===== src/rtl/crack_pkg.sv =====
// Shared types and constants for the ARC4 crack scheduler and its workers.
package crack_pkg;

   localparam int unsigned KEY_W_DEF   = 24;
   localparam logic [7:0]  CT_LEN_ADDR = 8'd0;

   typedef enum logic [2:0] {
      StIdle,
      StCopy,
      StLaunch,
      StRun,
      StDoneGood,
      StDoneBad
   } sched_state_t;

endpackage


===== src/rtl/prio_enc.sv =====
// Lowest-index-wins priority encoder producing both one-hot and binary forms.
module prio_enc #(
   parameter int unsigned N    = 2,
   parameter int unsigned IdxW = (N > 1) ? $clog2(N) : 1
) (
   input  logic [N-1:0]    req,
   output logic [N-1:0]    onehot,
   output logic [IdxW-1:0] idx
);

   // Scan high to low so the lowest set request is the last one written.
   always_comb begin
      onehot = '0;
      idx    = '0;
      for (int i = int'(N) - 1; i >= 0; i--) begin
         if (req[i]) begin
            onehot    = '0;
            onehot[i] = 1'b1;
            idx       = IdxW'(i);
         end
      end
   end

endmodule


===== src/rtl/crack_sched.sv =====
// Copies the length-prefixed ciphertext to all workers, launches them and
// collects the first valid key, aborting the workers that are still searching.
module crack_sched
   import crack_pkg::*;
#(
   parameter int unsigned NUM_WORKERS = 2,
   parameter int unsigned KEY_W       = KEY_W_DEF
) (
   input  logic                         clk,
   input  logic                         rst_n,
   input  logic                         en,
   output logic                         rdy,
   output logic [KEY_W-1:0]             key,
   output logic                         key_valid,
   output logic [7:0]                   ct_addr,
   input  logic [7:0]                   ct_rddata,
   output logic [7:0]                   copy_addr,
   output logic [7:0]                   copy_wrdata,
   output logic                         copy_wren,
   output logic [NUM_WORKERS-1:0]       wk_en,
   output logic [NUM_WORKERS*KEY_W-1:0] wk_base,
   input  logic [NUM_WORKERS-1:0]       wk_rdy,
   input  logic [NUM_WORKERS*KEY_W-1:0] wk_key,
   input  logic [NUM_WORKERS-1:0]       wk_key_valid,
   output logic [NUM_WORKERS-1:0]       wk_abort
);

   localparam int unsigned IdxW = (NUM_WORKERS > 1) ? $clog2(NUM_WORKERS) : 1;

   sched_state_t           state_q, state_d;
   logic                   rdy_q, rdy_d;
   logic [KEY_W-1:0]       key_q, key_d;
   logic                   key_valid_q, key_valid_d;
   logic [7:0]             ct_addr_q, ct_addr_d;
   logic                   rd_pend_q, rd_pend_d;
   logic [8:0]             wr_cnt_q, wr_cnt_d;
   logic [7:0]             len_q, len_d;
   logic [7:0]             cur_len;
   logic [7:0]             copy_addr_q, copy_addr_d;
   logic [7:0]             copy_wrdata_q, copy_wrdata_d;
   logic                   copy_wren_q, copy_wren_d;
   logic [NUM_WORKERS-1:0] wk_en_q, wk_en_d;
   logic [NUM_WORKERS-1:0] wk_abort_q, wk_abort_d;
   logic [NUM_WORKERS-1:0] busy_q, busy_d;
   logic                   first_q, first_d;
   logic [NUM_WORKERS-1:0] good;
   logic [NUM_WORKERS-1:0] win_onehot;
   logic [IdxW-1:0]        win_idx;

   // Workers still show rdy during the first RUN cycle, so their status is ignored then.
   assign good = (state_q == StRun && !first_q) ? (busy_q & wk_rdy & wk_key_valid) : '0;

   prio_enc #(
      .N   (NUM_WORKERS),
      .IdxW(IdxW)
   ) u_prio_enc (
      .req   (good),
      .onehot(win_onehot),
      .idx   (win_idx)
   );

   always_comb begin
      state_d       = state_q;
      rdy_d         = rdy_q;
      key_d         = key_q;
      key_valid_d   = key_valid_q;
      ct_addr_d     = ct_addr_q;
      rd_pend_d     = 1'b0;
      wr_cnt_d      = wr_cnt_q;
      len_d         = len_q;
      cur_len       = len_q;
      copy_addr_d   = copy_addr_q;
      copy_wrdata_d = copy_wrdata_q;
      copy_wren_d   = 1'b0;
      wk_en_d       = '0;
      wk_abort_d    = '0;
      busy_d        = busy_q;
      first_d       = 1'b0;

      unique case (state_q)
         StIdle, StDoneGood, StDoneBad: begin
            if (en) begin
               state_d     = StCopy;
               rdy_d       = 1'b0;
               key_d       = '0;
               key_valid_d = 1'b0;
               ct_addr_d   = '0;
               wr_cnt_d    = '0;
            end
         end
         StCopy: begin
            rd_pend_d = 1'b1;
            // Saturate so a 256-byte copy never starts a second pass.
            if (ct_addr_q != 8'hFF) ct_addr_d = ct_addr_q + 8'd1;
            if (rd_pend_q) begin
               copy_wren_d   = 1'b1;
               copy_addr_d   = wr_cnt_q[7:0];
               copy_wrdata_d = ct_rddata;
               wr_cnt_d      = wr_cnt_q + 9'd1;
               if (wr_cnt_q == {1'b0, CT_LEN_ADDR}) begin
                  len_d   = ct_rddata;
                  cur_len = ct_rddata;
               end
               if (wr_cnt_q == {1'b0, cur_len}) begin
                  state_d   = StLaunch;
                  rd_pend_d = 1'b0;
               end
            end
         end
         StLaunch: begin
            if (&wk_rdy) begin
               wk_en_d = '1;
               busy_d  = '1;
               first_d = 1'b1;
               state_d = StRun;
            end
         end
         StRun: begin
            if (!first_q) begin
               if (|good) begin
                  key_d       = wk_key[win_idx*KEY_W +: KEY_W];
                  key_valid_d = 1'b1;
                  rdy_d       = 1'b1;
                  wk_abort_d  = busy_q & ~wk_rdy & ~win_onehot;
                  busy_d      = '0;
                  state_d     = StDoneGood;
               end else begin
                  busy_d = busy_q & ~wk_rdy;
                  if (busy_d == '0) begin
                     rdy_d   = 1'b1;
                     state_d = StDoneBad;
                  end
               end
            end
         end
         default: state_d = StIdle;
      endcase
   end

   always_ff @(posedge clk) begin
      if (!rst_n) begin
         state_q       <= StIdle;
         rdy_q         <= 1'b1;
         key_q         <= '0;
         key_valid_q   <= 1'b0;
         ct_addr_q     <= '0;
         rd_pend_q     <= 1'b0;
         wr_cnt_q      <= '0;
         len_q         <= '0;
         copy_addr_q   <= '0;
         copy_wrdata_q <= '0;
         copy_wren_q   <= 1'b0;
         wk_en_q       <= '0;
         wk_abort_q    <= '0;
         busy_q        <= '0;
         first_q       <= 1'b0;
      end else begin
         state_q       <= state_d;
         rdy_q         <= rdy_d;
         key_q         <= key_d;
         key_valid_q   <= key_valid_d;
         ct_addr_q     <= ct_addr_d;
         rd_pend_q     <= rd_pend_d;
         wr_cnt_q      <= wr_cnt_d;
         len_q         <= len_d;
         copy_addr_q   <= copy_addr_d;
         copy_wrdata_q <= copy_wrdata_d;
         copy_wren_q   <= copy_wren_d;
         wk_en_q       <= wk_en_d;
         wk_abort_q    <= wk_abort_d;
         busy_q        <= busy_d;
         first_q       <= first_d;
      end
   end

   for (genvar i = 0; i < NUM_WORKERS; i++) begin : g_base
      assign wk_base[i*KEY_W +: KEY_W] = KEY_W'(i);
   end

   assign rdy         = rdy_q;
   assign key         = key_q;
   assign key_valid   = key_valid_q;
   assign ct_addr     = ct_addr_q;
   assign copy_addr   = copy_addr_q;
   assign copy_wrdata = copy_wrdata_q;
   assign copy_wren   = copy_wren_q;
   assign wk_en       = wk_en_q;
   assign wk_abort    = wk_abort_q;

endmodule


===== config.mk =====
export PLATFORM = sky130hd
export DESIGN_NAME = crack_sched
export DESIGN_NICKNAME = d
export VERILOG_FILES = /design/src/rtl/crack_pkg.sv /design/src/rtl/prio_enc.sv /design/src/rtl/crack_sched.sv
export SDC_FILE = /design/constraint.sdc
export NUM_CORES = 1
export LEC_CHECK = 0
export BUFFER_PORTS_ARGS = -buffer_cell sky130_fd_sc_hd__buf_2
export CAP_MARGIN = 25
export CORE_MARGIN = 5
export CORE_UTILIZATION = 43
export CTS_CLUSTER_DIAMETER = 50
export DETAILED_ROUTE_END_ITERATION = 8
export PLACE_DENSITY = 0.77
export SETUP_SLACK_MARGIN = 0.15
export SLEW_MARGIN = 5
export SYNTH_ARGS = -nofsm -noshare
export SYNTH_HDL_FRONTEND = slang
export SYNTH_SLANG_ARGS = --single-unit
export TNS_END_PERCENT = 50

===== constraint.sdc =====
create_clock -name clk -period 5.3 [get_ports clk]
set_clock_uncertainty 0.1 [all_clocks]
set_input_delay 0.53 -clock clk [delete_from_list [all_inputs] [get_ports clk]]
set_output_delay 0.53 -clock clk [all_outputs]
set_load 0.02 [all_outputs]

==> results.txt <==
The cell count after synthesis is 459. The clock-pin transition on the worst setup and hold timing paths came out at 0.09 ns. The final core area utilization came out at just over 50%. The die covers 11200 um2. The number of global-route vias before repair is 3230.

The total power per unit cell area is 276 nW/um2. The tightest min-delay check is of the in2reg type. Once the clock tree was built, the setup fixing pass inserted 0 buffers.

The largest fanout on the critical path is 31. Yosys mapped a number of flops with a built-in enable equal to 0. The total clock sinks came out at 77. The number of hold-slack violations in the final timing report is 0. The number of antenna violations at the first check in global routing is 0. The per-cell via count in the routed design is 5.12. In the synthesized netlist the async set-or-reset flop fraction comes to 0%.

The relative max-transition margin came out at 33.3%. The layout has 852 filler cells. The clock passes through at most 2 buffers.

Buffers inserted to repair hold after CTS numbered 0. In this run the number of H-tree levels came out at 3. In this design, the stage delay of the slowest critical-path cell is about 0.70 ns. The max-capacitance violation count came out at 0. The sequential cell area is ~1500 um2. In the final layout, the multi-input gates occupy around 2000 um2. The final critical-path share of the clock period came out at between 40% and 50%.

The number of register bits inferred by synthesis is a little under 80. The transition at the pin with the smallest max-transition slack is about 1 ns. The number of library cell types mapped by synthesis is 48. The worst supply voltage drop on vdd came out at ~120 uV. The vertical die dimension is 106 um. The die extent in x came out at 106 um.

Among all flip-flop cells after synthesis, the most frequent one is sky130_fd_sc_hd__dfxtp_1. The run finished with clean final reports. The number of port buffers is 117. The routability congestion estimate from global placement came out at 0.835. The global-route wire length before repair came out at about 15 mm. The synthesized netlist occupies a cell area of 3930 um2. The number of iterations in the first detailed-routing pass is 4. Walking the worst path, the cells encountered are and4bb_4 > a21boi_4 > nor2b_2 > a22oi_1 > nor2_1. For this configuration, the core starts out at a cell density of about 45%. The startpoint type of the worst setup path is a register. The CTS buffer count is 9. The number of max-slew violations in the final report came to 0. The post-placement cell count is 655. For this run, design rule violations remaining after detail routing come to 0.

Summed over all layers, the routed wires come to 9.74 mm. The master cell of the clock root buffer is sky130_fd_sc_hd__clkbuf_8. For this run, the number of Yosys warnings is 0. Setup repair after global routing left no endpoint under its margin. For the finished layout, the period the worst path requires is 2.61 ns. The worst hold margin is 0.330 ns. Post-CTS repair changed the size of 0 cells. Summed over all cells, the static leakage comes to about 2.0 nW. In the final design database the tool counted 624 nets. The sequential cell area fraction in the yosys report came out at 39.2%. The aggregate global routing overflow came out at 0. The detail route stage leaves a number of antenna-violating nets equal to 0. Derived from the worst setup path, the maximum achievable clock frequency is 384 MHz. The slowest stage of the critical path belongs to the cell sky130_fd_sc_hd__a21boi_4. The worst setup path is captured at a register. In the final routed layout, each cell accounts on average for 14.5 um. The final standard cell count with taps included and fillers excluded is 670. The row count came out at 34. The detailed-route via count came out at about 3400. The worst setup path is of the reg2reg kind. The data required time of the critical path is about 5.4 ns. The data arrival time at the worst-slack endpoint came out at about 2.7 ns. The overall fraction of global-route tracks in use is 16.4%. For the final routed database, the setup TNS stands at 0 ns. The clock tree from TritonCTS is done. Entering global routing, the biggest net connects 60 pins. The area of the core is 8810 um2. The clock latency reported for the late side of the worst-skew pair came out at around 0.35 ns.

The share of cells above drive strength 1 is between 20 and 30%. The iteration-0 DRC count of the detailed router came out at 170. The final count of negative-setup-slack endpoints is 0.

The layout overhead on the synthesized area is 15.9%. The total half-perimeter wirelength after legalization and detailed placement is 7.05 mm. The count of inserted antenna diode cells is 0. The number of ports placed on the die boundary came out at around 170. In this run the mean area of a mapped cell was approximately 8.6 um2.
-- per-layer routing --
layer | global-route usage [%] | routed length (um)
met1 | 19.5 | 4110
met2 | 28.9 | 4740
met3 | 5.13 | 810
met4 | 3.98 | 74
met5 | 0 | 0
-- synthesized netlist by cell type, types with 2 or more instances --
cell	instances	area [um2]
sky130_fd_sc_hd__a222oi_1	3	30.0
sky130_fd_sc_hd__mux2i_1	2	20.0
sky130_fd_sc_hd__a22oi_1	24	180
sky130_fd_sc_hd__a21oi_1	33	165
sky130_fd_sc_hd__nand2b_1	3	18.8
sky130_fd_sc_hd__nor2b_1	4	25.0
sky130_fd_sc_hd__buf_2	10	50.1
sky130_fd_sc_hd__nor4b_1	3	26.3
sky130_fd_sc_hd__nand3_1	15	75.1
sky130_fd_sc_hd__buf_4	51	383
sky130_fd_sc_hd__a2111oi_0	2	17.5
sky130_fd_sc_hd__dfxtp_1	77	1540
sky130_fd_sc_hd__nand4_1	7	43.8
sky130_fd_sc_hd__ha_1	3	37.5
sky130_fd_sc_hd__nor3b_1	3	22.5
sky130_fd_sc_hd__xor2_1	11	96.3
sky130_fd_sc_hd__nand2_1	57	214
sky130_fd_sc_hd__o21ai_0	3	15.0
sky130_fd_sc_hd__conb_1	2	7.51
sky130_fd_sc_hd__mux2_1	3	33.8
sky130_fd_sc_hd__o21a_1	4	30.0
sky130_fd_sc_hd__nand4b_1	3	26.3
sky130_fd_sc_hd__buf_6	3	33.8
sky130_fd_sc_hd__o22ai_1	2	12.5
sky130_fd_sc_hd__a31oi_1	3	18.8
sky130_fd_sc_hd__nor2_1	54	203
sky130_fd_sc_hd__inv_1	16	60.1
sky130_fd_sc_hd__mux2_2	22	248
sky130_fd_sc_hd__xnor2_1	4	35.0
sky130_fd_sc_hd__and3_1	5	31.3
sky130_fd_sc_hd__clkbuf_1	10	37.5
-- worst paths after layout --
| path | start | end | slack, ns | depth (start not counted) |
|---|---|---|---|---|
| setup / recovery | state_q[1] | key[12] | 2.69 | 5 |
| hold / removal | rst_n | rdy | 0.33 | 2 |
| setup reg to reg | state_q[1] | key[12] | 2.69 | 5 |
| hold reg to reg | copy_wrdata[5] | copy_wrdata[5] | 0.35 | 2 |
-- placed cells by master (no fill, tap or decap), types with 4 or more instances in the layout --
| master | netlist | layout |
|---|---|---|
| sky130_fd_sc_hd__nor2_1 | 54 | 54 |
| sky130_fd_sc_hd__and3_1 | 5 | 5 |
| sky130_fd_sc_hd__xor2_1 | 11 | 11 |
| sky130_fd_sc_hd__o21a_1 | 4 | 4 |
| sky130_fd_sc_hd__inv_1 | 16 | 15 |
| sky130_fd_sc_hd__mux2_2 | 22 | 22 |
| sky130_fd_sc_hd__dfxtp_1 | 77 | 77 |
| sky130_fd_sc_hd__buf_2 | 10 | 117 |
| sky130_fd_sc_hd__nand4_1 | 7 | 7 |
| sky130_fd_sc_hd__a22oi_1 | 24 | 24 |
| sky130_fd_sc_hd__nand2_1 | 57 | 57 |
| sky130_fd_sc_hd__nand3_1 | 15 | 15 |
| sky130_fd_sc_hd__a21oi_1 | 33 | 33 |
| sky130_fd_sc_hd__xnor2_1 | 4 | 4 |
| sky130_fd_sc_hd__clkbuf_8 | 0 | 9 |
| sky130_fd_sc_hd__conb_1 | 2 | 48 |
-- through the flow --
step / setup slack (ns) / power (mW) / area [um2]
after floorplan: 3.46 / 0.719 / 4100
after global placement: 2.82 / 0.730 / 4320
after global routing: 2.51 / 1.31 / 4550
after CTS: 2.69 / 1.27 / 4550
final: 2.69 / 1.26 / 4550
after detailed placement: 2.64 / 0.733 / 4320
-- sequential cells by signal, summed over array words and instances, names as in the netlist, 2 cells and up --
name	count
key	24
wr_cnt_q	9
copy_addr	8
copy_wrdata	8
ct_addr	8
len_q	8
state_q	3
busy_q	2
wk_abort	2
-- report_power, final --
| group | leakage (nW) | switching (mW) | internal (mW) | total [mW] |
|---|---|---|---|---|
| Sequential | 0.622 | 0.00618 | 0.585 | 0.591 |
| Clock | 0.116 | 0.225 | 0.311 | 0.536 |
| Combinational | 1.29 | 0.0890 | 0.0407 | 0.130 |
| Total | 2.03 | 0.320 | 0.937 | 1.26 |
-- area by class of cell --
type	count	area share [%]
well taps	108	2.97
repair buffers	117	12.9
clock inverters	6	2.45
inverters	16	1.32
flip-flops and latches	77	33.9
multi-input cells	337	43.8
clock buffers	9	2.72
-- worst max-delay path, delay by kind of cell, from the launching register on --
| kind | cells | cell delay [ns] |
|---|---|---|
| simple gates | 3 | 0.80 |
| flops | 1 | 0.54 |
| compound gates | 2 | 1.03 |
-- kinds of logic after synthesis --
| logic type | after synthesis | synth area share, % |
|---|---|---|
| adders and majority gates | 3 | 0.955 |
| other | 2 | 0.191 |
| buffers and inverters | 91 | 14.5 |
| muxes | 27 | 7.67 |
| DFF | 77 | 39.2 |
| xor gates and xnor gates | 15 | 3.34 |
| and+or+nand+nor | 162 | 20.1 |
| AOI/OAI and AO/OA | 82 | 14.1 |
No activity file was read; power rests on OpenSTA's default activity.
